## src/rtl/alu_pkg.sv

```systemverilog
// Shared opcode encodings, FSM states and flag bit positions for the
// handshaked sequential ALU.
package alu_pkg;

    localparam logic [3:0] OP_ADD  = 4'b0000;
    localparam logic [3:0] OP_SUB  = 4'b0001;
    localparam logic [3:0] OP_AND  = 4'b0010;
    localparam logic [3:0] OP_OR   = 4'b0011;
    localparam logic [3:0] OP_XOR  = 4'b0100;
    localparam logic [3:0] OP_SLT  = 4'b0101;
    localparam logic [3:0] OP_SLTU = 4'b0110;
    localparam logic [3:0] OP_SLL  = 4'b0111;
    localparam logic [3:0] OP_SRL  = 4'b1000;
    localparam logic [3:0] OP_SRA  = 4'b1001;
    localparam logic [3:0] OP_MUL  = 4'b1010;
    localparam logic [3:0] OP_DIVU = 4'b1011;
    localparam logic [3:0] OP_REMU = 4'b1100;

    localparam int F_N = 3;
    localparam int F_Z = 2;
    localparam int F_C = 1;
    localparam int F_V = 0;

    typedef enum logic [1:0] {
        ST_IDLE = 2'd0,
        ST_BUSY = 2'd1,
        ST_DONE = 2'd2
    } state_t;

    function automatic logic is_iter_op(input logic [3:0] op);
        return (op == OP_MUL) || (op == OP_DIVU) || (op == OP_REMU);
    endfunction

endpackage

```

## src/rtl/alu_iter_muldiv.sv

```systemverilog
// Iterative engine: shift-add multiply (low half) and restoring unsigned
// divide/remainder, one iteration per clock, WIDTH iterations per operation.
module alu_iter_muldiv
    import alu_pkg::*;
#(
    parameter int WIDTH = 32
) (
    input  logic             clk,
    input  logic             rst,
    input  logic             start,
    input  logic [3:0]       op,
    input  logic [WIDTH-1:0] A,
    input  logic [WIDTH-1:0] B,
    output logic             done,
    output logic [WIDTH-1:0] result
);

    localparam int CNT_W = $clog2(WIDTH);

    logic             running;
    logic [CNT_W-1:0] cnt;
    logic [3:0]       op_q;

    logic [WIDTH-1:0] acc, mcand, mplier;
    logic [WIDTH-1:0] rem, quo, divisor;

    logic [WIDTH-1:0] acc_n, mcand_n, mplier_n;
    logic [WIDTH-1:0] rem_n, quo_n, diff;
    logic [WIDTH:0]   rem_sh;

    always_comb begin
        acc_n    = mplier[0] ? acc + mcand : acc;
        mcand_n  = mcand << 1;
        mplier_n = mplier >> 1;

        // Restoring step: shift in the next dividend bit, subtract if it fits.
        rem_sh = {rem, quo[WIDTH-1]};
        diff   = rem_sh[WIDTH-1:0] - divisor;
        if (rem_sh >= {1'b0, divisor}) begin
            rem_n = diff;
            quo_n = {quo[WIDTH-2:0], 1'b1};
        end else begin
            rem_n = rem_sh[WIDTH-1:0];
            quo_n = {quo[WIDTH-2:0], 1'b0};
        end
    end

    // The final iteration's value is presented alongside done so the top
    // can register it on the same edge the last iteration completes.
    assign done = running && (cnt == CNT_W'(WIDTH - 1));

    always_comb begin
        result = acc_n;
        if (op_q == OP_DIVU) result = quo_n;
        else if (op_q == OP_REMU) result = rem_n;
    end

    always_ff @(posedge clk) begin
        if (rst) begin
            running <= 1'b0;
            cnt     <= '0;
            op_q    <= OP_MUL;
        end else if (start) begin
            running <= 1'b1;
            cnt     <= '0;
            op_q    <= op;
        end else if (running) begin
            cnt <= cnt + 1'b1;
            if (done) running <= 1'b0;
        end
    end

    always_ff @(posedge clk) begin
        if (start) begin
            acc     <= '0;
            mcand   <= A;
            mplier  <= B;
            rem     <= '0;
            quo     <= A;
            divisor <= B;
        end else if (running) begin
            acc    <= acc_n;
            mcand  <= mcand_n;
            mplier <= mplier_n;
            rem    <= rem_n;
            quo    <= quo_n;
        end
    end

endmodule

```

## src/rtl/alu_seq.sv

```systemverilog
// Handshaked sequential ALU: single-cycle fast path for arithmetic/logic/
// compare/shift, iterative engine for MUL/DIVU/REMU, NZCV flags.
module alu_seq
    import alu_pkg::*;
#(
    parameter int WIDTH  = 32,
    parameter int MUL_EN = 1,
    parameter int DIV_EN = 1
) (
    input  logic             clk,
    input  logic             rst,
    input  logic             in_valid,
    output logic             in_ready,
    input  logic [WIDTH-1:0] A,
    input  logic [WIDTH-1:0] B,
    input  logic [3:0]       ALUControl,
    output logic             out_valid,
    input  logic             out_ready,
    output logic [WIDTH-1:0] Result,
    output logic [3:0]       flags,
    output logic             illegal
);

    localparam int SH_W = $clog2(WIDTH);

    state_t           state, state_n;
    logic             op_ill, go_iter, accept, start;
    logic             md_done;
    logic [WIDTH-1:0] md_result;
    logic [WIDTH+3:0] fast;

    function automatic logic [WIDTH+3:0] fast_op(input logic [3:0] op,
                                                 input logic [WIDTH-1:0] a,
                                                 input logic [WIDTH-1:0] b,
                                                 input logic ill);
        logic signed [WIDTH-1:0] sa, sb;
        logic [WIDTH:0]          sum;
        logic [WIDTH-1:0]        r;
        logic [3:0]              f;
        sa  = a;
        sb  = b;
        sum = '0;
        r   = '0;
        f   = '0;
        case (op)
            OP_ADD: begin
                sum    = {1'b0, a} + {1'b0, b};
                r      = sum[WIDTH-1:0];
                f[F_C] = sum[WIDTH];
                f[F_V] = (a[WIDTH-1] == b[WIDTH-1]) && (r[WIDTH-1] != a[WIDTH-1]);
            end
            OP_SUB: begin
                sum    = {1'b0, a} + {1'b0, ~b} + (WIDTH+1)'(1);
                r      = sum[WIDTH-1:0];
                f[F_C] = sum[WIDTH];
                f[F_V] = (a[WIDTH-1] != b[WIDTH-1]) && (r[WIDTH-1] != a[WIDTH-1]);
            end
            OP_AND:  r = a & b;
            OP_OR:   r = a | b;
            OP_XOR:  r = a ^ b;
            OP_SLT:  r = {{(WIDTH-1){1'b0}}, (sa < sb)};
            OP_SLTU: r = {{(WIDTH-1){1'b0}}, (a < b)};
            OP_SLL:  r = a << b[SH_W-1:0];
            OP_SRL:  r = a >> b[SH_W-1:0];
            OP_SRA:  r = $unsigned(sa >>> b[SH_W-1:0]);
            default: r = '0;
        endcase
        if (ill) begin
            r = '0;
            f = '0;
        end
        f[F_N] = r[WIDTH-1];
        f[F_Z] = (r == '0);
        return {f, r};
    endfunction

    always_comb begin
        op_ill = (ALUControl > OP_REMU)
               || ((ALUControl == OP_MUL) && (MUL_EN == 0))
               || (((ALUControl == OP_DIVU) || (ALUControl == OP_REMU)) && (DIV_EN == 0));
        go_iter = is_iter_op(ALUControl) && !op_ill;
        fast    = fast_op(ALUControl, A, B, op_ill);
    end

    always_comb begin
        state_n   = state;
        in_ready  = 1'b0;
        out_valid = 1'b0;
        accept    = 1'b0;
        start     = 1'b0;
        case (state)
            ST_IDLE: begin
                in_ready = !rst;
                if (in_valid) begin
                    accept  = 1'b1;
                    start   = go_iter;
                    state_n = go_iter ? ST_BUSY : ST_DONE;
                end
            end
            ST_BUSY: begin
                if (md_done) state_n = ST_DONE;
            end
            ST_DONE: begin
                out_valid = 1'b1;
                if (out_ready) state_n = ST_IDLE;
            end
            default: state_n = ST_IDLE;
        endcase
    end

    always_ff @(posedge clk) begin
        if (rst) state <= ST_IDLE;
        else     state <= state_n;
    end

    // Output register: fast result at accept, iterative result on its last step.
    always_ff @(posedge clk) begin
        if (rst) begin
            Result  <= '0;
            flags   <= '0;
            illegal <= 1'b0;
        end else if (accept && !go_iter) begin
            flags   <= fast[WIDTH+3:WIDTH];
            Result  <= fast[WIDTH-1:0];
            illegal <= op_ill;
        end else if ((state == ST_BUSY) && md_done) begin
            Result  <= md_result;
            flags   <= {md_result[WIDTH-1], (md_result == '0), 2'b00};
            illegal <= 1'b0;
        end
    end

    generate
        if ((MUL_EN != 0) || (DIV_EN != 0)) begin : g_iter
            alu_iter_muldiv #(.WIDTH(WIDTH)) u_iter (
                .clk    (clk),
                .rst    (rst),
                .start  (start),
                .op     (ALUControl),
                .A      (A),
                .B      (B),
                .done   (md_done),
                .result (md_result)
            );
        end else begin : g_no_iter
            assign md_done   = 1'b0;
            assign md_result = '0;
        end
    endgenerate

endmodule

```

## config.mk

```make
export PLATFORM = sky130hd
export DESIGN_NAME = alu_seq
export DESIGN_NICKNAME = d
export VERILOG_FILES = /design/src/rtl/alu_pkg.sv /design/src/rtl/alu_iter_muldiv.sv /design/src/rtl/alu_seq.sv
export SDC_FILE = /design/constraint.sdc
export NUM_CORES = 1
export LEC_CHECK = 0
export CELL_PAD_IN_SITES_DETAIL_PLACEMENT = 0
export CELL_PAD_IN_SITES_GLOBAL_PLACEMENT = 1
export CORE_ASPECT_RATIO = 1.2
export CORE_MARGIN = 10
export CORE_UTILIZATION = 30
export CTS_BUF_LIST = sky130_fd_sc_hd__clkbuf_8
export CTS_CLUSTER_DIAMETER = 60
export DETAILED_ROUTE_END_ITERATION = 8
export GPL_TIMING_DRIVEN = 0
export PLACE_DENSITY = 0.61
export SKIP_LAST_GASP = 1
export SYNTH_ARGS = -nofsm -noshare
export SYNTH_HDL_FRONTEND = slang
export SYNTH_SLANG_ARGS = --single-unit
```

## constraint.sdc

```tcl
create_clock -name clk -period 6.1 [get_ports clk]
set_input_delay 0.61 -clock clk [delete_from_list [all_inputs] [get_ports clk]]
set_output_delay 0.61 -clock clk [all_outputs]
set_load 0.01 [all_outputs]
```

==> metrics.md, run 1 <==
| Metric | Value |
|---|---|
| Layout Cells excl Fill | `between 4000 and 5000` |
| Antenna-violating nets left | `0` |
| Vias in the first global route | `roughly 26000` |
| Async set-reset flop share out of synthesis | `0%` |
| Number of synthesized flops with an enable pin | `approximately 130` |
| Synth top area share | `16.2%` |
| Yosys Warn Count | `0` |
| Critical Path Start Type | `input pin` |
| Finish-stage setup viols | `1` |
| Drt pass-1 iters | `7` |
| First-pass GRT wire length | `197000 µm` |
| Worst-skew pair later-pin latency | `0.68 ns` |
| Run status | `finished with violations` |
| Multi-input gate area | `between 0.015 and 0.02 mm²` |
| Clock Tree Root | `clkbuf_8` |
| Critical path's largest stage delay | `about 0.94 ns` |
| Primary FF master, synth | `edfxtp_1` |
| Cells after DPL | `4138` |
| CTS clk-pin slew, worst paths | `0.06 ns` |
| Top delay family on crit path | `compound AO/OA/AOI/OAI gates` |
| DR vias | `26300` |
| Actual slew at the worst max-slew pin | `1.30 ns` |
| Port bufs | `107` |
| WP data required | `6.71 ns` |
| Crit-path max FO | `21` |
| Pin count of the biggest net entering global routing | `between 60 and 70` |
| Routed WL | `between 100000 and 150000 µm` |
| Flops & latches, synth | `240` |
| H-Tree Depth | `2` |
| Register area | `0.00609 mm²` |
| Clk sinks | `240` |
| Placer Congestion | `1.03` |
| P per Cell Area | `approximately 310 mW/mm²` |
| Fin. Hold Viols | `0` |
| Layout cells sized above 1 | `7.70%` |
| Max-slew violations | `0` |
| CTS buffer count | `47` |
| VDD IR max | `161 µV` |
| Die width | `277 µm` |
| # DRC | `0` |
| Synth cell types | `91` |
| Hold WC Path Type | `in2reg` |
| Nets | `roughly 3400` |
| GRT overflow | `0` |
| Initial antenna violation count | `3` |
| Die Height | `328 µm` |
| CP bufs+invs | `4` |
| Initial Util | `30.4%` |
| Synthesized area | `0.0237 mm²` |
| Violated checks | `negative setup slack` |
| Period Utilization, post-route | `101%` |
| RSZ-0062 raised after global routing | `no` |
| Core Box Area | `0.0781 mm²` |
| Drt first-iter violations | `3041` |
| Min Tclk post-route | `6.13 ns` |
| Max-cap violations | `0` |
| Leakage power | `0.0108 µW` |
| CTS max path bufs | `3` |
| Setup Crit Path Kind | `in2reg` |
| Fillers | `around 8300` |
| CP Data Arrival Time | `just under 7 ns` |
| Wire length per cell | `around 34 µm` |
| Rel. slew slack | `between 10% and 20%` |
| Top cells by area, synth | `edfxtp_1, dfxtp_1, ha_1` |
| Row Count | `112` |
| Total track usage | `29.9%` |
| CTS tree | `done` |
| Syn-to-layout area delta | `14.8%` |
| # hold bufs at CTS | `0` |
| Crit-path cells | `clkdlybuf4s50_1 -> clkbuf_1 -> inv_2 -> buf_2 -> o221ai_1 -> and4_1 -> o32ai_1 -> nand3_1 -> a221o_1 -> a41oi_1 -> a21oi_1 -> or4_1 -> nor4_2 -> a22oi_1 -> nand2_1` |
| Top-Level Pins | `111` |
| Avg Cell Area, Syn | `7.90 µm²` |
| Post-Synthesis Net Count | `3240` |
| Register area share after synthesis | `25.7%` |
| F_max | `0.163 GHz` |
| Worst Clk Skew | `0.0303 ns` |
| Die area | `0.0907 mm²` |
| DP HPWL | `114000 µm` |
| Cell taking the most area after synthesis | `edfxtp_1` |
| Slowest CP cell | `o32ai_1` |
| Gate count of the mapped netlist | `2999` |
| Crit path capture type | `flip-flop` |
| Setup ws final | `-0.0344 ns` |
| Avg Vias per Cell | `slightly above 6` |
| Dpl ws | `-1.63 ns` |
repair_timing:
item,in CTS,in global routing
setup buffers,2,7
setup endpoints to repair,11,5
pin swaps,1,1
endpoints found under the hold margin,0,0
gates cloned,0,0
resized for setup,12,13
layout by cell type (no fill, tap or decap), types with 41 or more instances in the layout:
cell type / netlist / layout
nand2_1: 415 / 414
nor2_1: 243 / 243
o21ai_0: 187 / 182
nor3_1: 54 / 53
mux4_2: 45 / 45
clkbuf_1: 166 / 157
clkdlybuf4s50_1: 0 / 105
a211oi_1: 61 / 61
dfxtp_1: 112 / 112
ha_1: 165 / 165
a21oi_1: 256 / 256
clkbuf_8: 0 / 52
edfxtp_1: 128 / 128
a21o_1: 41 / 41
xnor2_1: 42 / 42
inv_1: 147 / 163
mux2i_1: 87 / 87
nand3_1: 57 / 57
a22oi_1: 44 / 44
cell families after synthesis:
logic type / Yosys count / synth area share (%)
AO/OA/AOI/OAI: 975 / 27.4
XOR/XNOR: 70 / 2.59
adder cells (fa/ha/maj): 169 / 9.05
buffers and inverters: 368 / 6.15
flip-flops: 240 / 25.7
multiplexers: 157 / 9.14
AND/OR/NAND/NOR: 1020 / 20.0
final timing paths:
kind | slack [ns] | to | cells after the start | startpoint
worst max-delay path | -0.03 | flags[2]$_SDFFE_PP0P_ | 15 | B[1]
worst min-delay path | 0.40 | g_iter.u_iter.divisor[2]$_DFFE_PP_ | 1 | B[2]
worst max register to register | 0.74 | flags[2]$_SDFFE_PP0P_ | 15 | g_iter.u_iter.rem[18]$_SDFFE_PP0P_
worst min register to register | 0.46 | Result[17]$_SDFFE_PP0P_ | 2 | Result[17]$_SDFFE_PP0P_
flip-flops by register name, indices dropped and copies added (netlist names):
name / count
g_iter.u_iter.running: 1
g_iter.u_iter.rem: 32
g_iter.u_iter.cnt: 5
Result: 32
g_iter.u_iter.acc: 32
g_iter.u_iter.mplier: 32
g_iter.u_iter.divisor: 32
illegal: 1
flags: 3
g_iter.u_iter.mcand: 32
g_iter.u_iter.op_q: 4
g_iter.u_iter.quo: 32
state: 2
power breakdown:
part / total (µW) / internal, µW / switching, µW / leakage, µW
Sequential: 2240 / 1970 / 273 / 0.00210
Clock: 1700 / 875 / 828 / 0.000535
Combinational: 4550 / 1520 / 3020 / 0.00815
cell usage after synthesis, types with 21 or more instances:
| cell | instances |
|---|---|
| a211oi_1 | 61 |
| a21o_1 | 41 |
| a21oi_1 | 256 |
| a22oi_1 | 44 |
| a31oi_1 | 33 |
| and3_1 | 22 |
| buf_2 | 21 |
| clkbuf_1 | 166 |
| dfxtp_1 | 112 |
| edfxtp_1 | 128 |
| ha_1 | 165 |
| inv_1 | 147 |
| mux2_2 | 25 |
| mux2i_1 | 87 |
| mux4_2 | 45 |
| nand2_1 | 415 |
| nand2b_1 | 34 |
| nand3_1 | 57 |
| nand4_1 | 30 |
| nor2_1 | 243 |
| nor2b_1 | 30 |
| nor3_1 | 54 |
| o211ai_1 | 38 |
| o21a_1 | 30 |
| o21ai_0 | 187 |
| o22ai_1 | 27 |
| o31ai_1 | 22 |
| or3_1 | 24 |
| xnor2_1 | 42 |
| xor2_1 | 28 |
worst reg2reg max path: stages (launching register included):
cell,delay [ns]
dfxtp_1,0.38
ha_1,0.34
clkbuf_1,0.33
nand4_1,0.29
nor4_1,0.39
a22o_1,0.18
nand2_1,0.06
and3_1,0.23
nand2_1,0.31
clkbuf_1,0.60
mux2i_1,0.76
o2bb2ai_1,0.25
o211ai_1,0.22
nor4_1,0.52
nand4_1,0.31
nand2_1,0.14
routing by layer:
metal / GRT usage (%) / wire length, µm
met5: 0 / 27
met4: 19.9 / 11400
met2: 50.1 / 66100
met1: 34.9 / 55000
met3: 4.87 / 9940
through the flow:
stage | total power [µW] | hold slack, ns | TNS [ns] | area [µm²] | utilization [%]
after global routing | 8890 | 0.348 | 0 | 27200 | 34.8
after floorplan | 4960 | 0.448 | 0 | 23700 | -
final | 8490 | 0.396 | -0.0344 | 27200 | 34.8
after CTS | 8410 | 0.463 | 0 | 27100 | 34.7
after global placement | 6660 | 0.447 | -292.88 | 26000 | 33.4
after detailed placement | 6680 | 0.453 | -18.28 | 26200 | 33.5
cell type report:
cell class | count | share of cell area, %
flip-flops and latches | 240 | 22.4
inverters | 154 | 2.14
diodes | 4 | 0.0368
clock buffers | 52 | 2.63
well taps | 1026 | 4.72
multi-input cells | 2391 | 59.6
plain buffers | 211 | 3.23
repair buffers | 122 | 4.45
clock inverters | 36 | 0.833
(Power assumes the default switching activity.)
==> run 2, diff against run 1 <==
--- a/config.mk
+++ b/config.mk
@@ -9,12 +9,12 @@
 export CELL_PAD_IN_SITES_GLOBAL_PLACEMENT = 1
 export CORE_ASPECT_RATIO = 1.2
 export CORE_MARGIN = 10
-export CORE_UTILIZATION = 30
+export CORE_UTILIZATION = 40
 export CTS_BUF_LIST = sky130_fd_sc_hd__clkbuf_8
 export CTS_CLUSTER_DIAMETER = 60
 export DETAILED_ROUTE_END_ITERATION = 8
 export GPL_TIMING_DRIVEN = 0
-export PLACE_DENSITY = 0.61
+export PLACE_DENSITY = 0.76
 export SKIP_LAST_GASP = 1
 export SYNTH_ARGS = -nofsm -noshare
 export SYNTH_HDL_FRONTEND = slang
==> run 2 against run 1 <==
Net effect:
- the run ends with max-capacitance violations, negative setup slack left
- utilization increased by 11 points
- final area decreased by 0.87%
- clock skew increased by 0.0087 ns
- critical path depth increased by 2
- largest cell class unchanged
- maximum frequency decreased by 2.4%
- critical path type unchanged
- first-iteration DRC count increased by 16%
- hold slack improved by 0.071 ns
- routed wire length decreased by 5.3%
==> metrics.md, run 2 (synthesis gave the netlist of run 1 again) <==
| Metric | Value |
|---|---|
| CP bufs+invs | `4 (unchanged)` |
| Pin count of the biggest net entering global routing | `58 (-11%)` |
| GRT overflow | `0 (unchanged)` |
| Crit-path max FO | `10 (-52%)` |
| VDD IR max | `210 µV (+30%)` |
| Worst Clk Skew | `0.0390 ns (+0.00869 ns)` |
| Critical path's largest stage delay | `0.88 ns (-0.06 ns)` |
| Clock share of power | `21.0% (+0.9 points)` |
| DR vias | `26700 (+1.2%)` |
| Setup Crit Path Kind | `in2reg` |
| Core Box Area | `0.0585 mm² (-25%)` |
| # DRC | `0 (unchanged)` |
| Vias in the first global route | `26000 (+0.99%)` |
| Worst hold start | `Result[12]$_SDFFE_PP0P_` |
| P per Cell Area | `315 mW/mm² (+0.78%)` |
| CP startpoint | `A[16]` |
| WP data required | `6.63 ns (-0.08 ns)` |
| Port bufs | `107 (unchanged)` |
| Hold_ws | `0.467 ns (+0.0711 ns)` |
| Initial antenna violation count | `6 (+3)` |
| CTS clk-pin slew, worst paths | `0.06 ns (about the same)` |
| Layout Cells excl Fill | `3998 (-5.6%)` |
| Avg Vias per Cell | `6.67 (+7.3%)` |
| Initial Util | `40.5% (+10 points)` |
| Violated checks | `max-capacitance violations, negative setup slack` |
| Worst-skew pair later-pin latency | `0.67 ns (about the same)` |
| Fin. Hold Viols | `0 (unchanged)` |
| Placer Congestion | `1.06 (+2.9%)` |
| DP HPWL | `108000 µm (-5.9%)` |
| Row Count | `97 (-13%)` |
| Slowest CP cell | `clkdlybuf4s15_1` |
| Die area | `0.0694 mm² (-23%)` |
| Top delay family on crit path | `compound AO/OA/AOI/OAI gates` |
| DP Area | `0.0259 mm² (-1.0%)` |
| Clk sinks | `240 (unchanged)` |
| Die width | `242 µm (-12%)` |
| Most common cell after layout, fill and taps aside | `nand2_1` |
| Sw Ratio | `47.7% (-0.92 points)` |
| Antenna-violating nets left | `0 (unchanged)` |
| Critical R2R Launch | `g_iter.u_iter.divisor[2]$_DFFE_PP_` |
| Wire length per cell | `33.7 µm (+0.36%)` |
| Top-Level Pins | `111 (unchanged)` |
| RSZ-0062 raised after global routing | `no` |
| Total power | `8480 µW (about the same)` |
| Nets | `3401 (-0.21%)` |
| Max-cap violations | `1 (+1)` |
| Actual slew at the worst max-slew pin | `1.47 ns (+0.172 ns)` |
| # hold bufs at CTS | `0 (unchanged)` |
| Seq pwr share | `26.3% (about the same)` |
| Max-slew violations | `0 (unchanged)` |
| Critical Path Start Type | `input pin` |
| Cells after DPL | `3905 (-5.6%)` |
| CTS max path bufs | `3 (unchanged)` |
| Total track usage | `37.1% (+7.2 points)` |
| Run status | `finished with violations` |
| Layout cells sized above 1 | `7.60% (-0.10 points)` |
| F_max | `0.159 GHz (-2.4%)` |
| Leakage power | `0.0108 µW (-0.16%)` |
| Drt pass-1 iters | `6 (-1)` |
| Syn-to-layout area delta | `13.8%` |
| Min Tclk post-route | `6.28 ns (+0.148 ns)` |
| Period Utilization, post-route | `103% (+2.4 points)` |
| Clock Tree Root | `clkbuf_8` |
| H-Tree Depth | `2 (unchanged)` |
| Crit path capture type | `flip-flop` |
| Setup ws final | `-0.182 ns (-0.148 ns)` |
| Finish-stage setup viols | `2 (+1)` |
| Crit-path cells | `clkdlybuf4s50_1 -> clkdlybuf4s15_1 -> inv_1 -> ha_1 -> clkbuf_1 -> nand2b_1 -> a221oi_1 -> nor4_1 -> o41ai_1 -> a21oi_1 -> o41ai_1 -> a21o_1 -> a211oi_1 -> o21ai_0 -> nor4_2 -> a22oi_1 -> nand2_1` |
| Crit-path most repeated cell | `o41ai_1` |
| Drt first-iter violations | `3521 (+16%)` |
| CP Data Arrival Time | `6.81 ns (+0.07 ns)` |
| Routed WL | `135000 µm (-5.3%)` |
| CTS tree | `done` |
| Final Cell Area | `0.0270 mm² (-0.87%)` |
| Rel. slew slack | `1.01% (-13 points)` |
| First-pass GRT wire length | `188000 µm (-4.7%)` |
| Die Height | `287 µm (-13%)` |
| Int Power | `4440 µW (+1.7%)` |
| Switching Power | `4040 µW (-2.0%)` |
| CTS buffer count | `46 (-2.1%)` |
| Most frequent cells in the layout | `nand2_1, a21oi_1, nor2_1` |
| Hold WC Path Type | `reg2reg` |
| Gate power share | `52.7% (-0.9 points)` |
## run 2: cell count changes in the layout (fill, tap and decap cells not counted), moves of 2 or more
cell / change
bufinv_16: +2
clkinv_1: -3
clkdlybuf4s15_1: +2
diode_2: +5
inv_1: -4
buf_2: -3
clkdlybuf4s18_2: +2
buf_4: -8
clkbuf_2: -3
## run 2: cell type report
class | instances | area (µm²)
Antenna cell | 9 | 22.5
Buffer | 211 | 892
Clock buffer | 51 | 702
Clock inverter | 34 | 277
Fill cell | 5972 | 31500
Inverter | 154 | 583
Multi-Input combinational cell | 2391 | 16200
Sequential cell | 240 | 6090
Tap cell | 792 | 991
Timing Repair Buffer | 116 | 1180
## run 2: timing repair
item                                   4_1_cts  5_1_grt
buffers inserted                             2        0
resized for setup                           18        5
cloned                                       0        0
endpoints found under the hold margin        0        0
setup endpoints to repair                   16        4
pin swaps                                    1        0
## run 2: tightest hold or removal path, delay by kind of cell (launching register included)
| family | cells | cell delay, ns |
|---|---|---|
| AOI/OAI and AO/OA | 1 | 0.05 |
| DFF | 1 | 0.32 |
| and+or+nand+nor | 1 | 0.05 |
## run 2: per-stage QoR
step                setup WS, ns  utilization (%)  setup TNS [ns]
floorplan                   1.36                -               0
global placement           -2.32             44.0         -248.80
detailed placement         -1.86             44.3          -22.36
CTS                       0.0139             46.0               0
global route              0.0120             46.1               0
finish                    -0.182             46.1          -0.284
## run 2: path summary, 6_finish.rpt
kind | end | slack (ns) | depth (start not counted)
max | flags[2]$_SDFFE_PP0P_ | -0.18 | 17
min | Result[12]$_SDFFE_PP0P_ | 0.47 | 2
max reg2reg | flags[2]$_SDFFE_PP0P_ | 1.05 | 15
min reg2reg | Result[12]$_SDFFE_PP0P_ | 0.47 | 2
## run 2: power groups by stage
stage	Sequential, µW	Clock, µW	Combinational, µW
finish	2230	1780	4470
CTS	2220	1790	4310
global route	2250	1860	4730
detailed placement	2250	0	4280
global placement	2250	0	4220
floorplan	2140	0	2820
## run 2: routing by layer
| layer | part of all wire [%] | GRT usage [%] | vias to the layer above |
|---|---|---|---|
| li1 | - | - | 11500 |
| met1 | 36 | 41.7 | 12900 |
| met2 | 46 | 61.1 | 1734 |
| met3 | 8.4 | 7.11 | 521 |
| met4 | 9.5 | 29.9 | 4 |
| met5 | 0.015 | 0 | - |
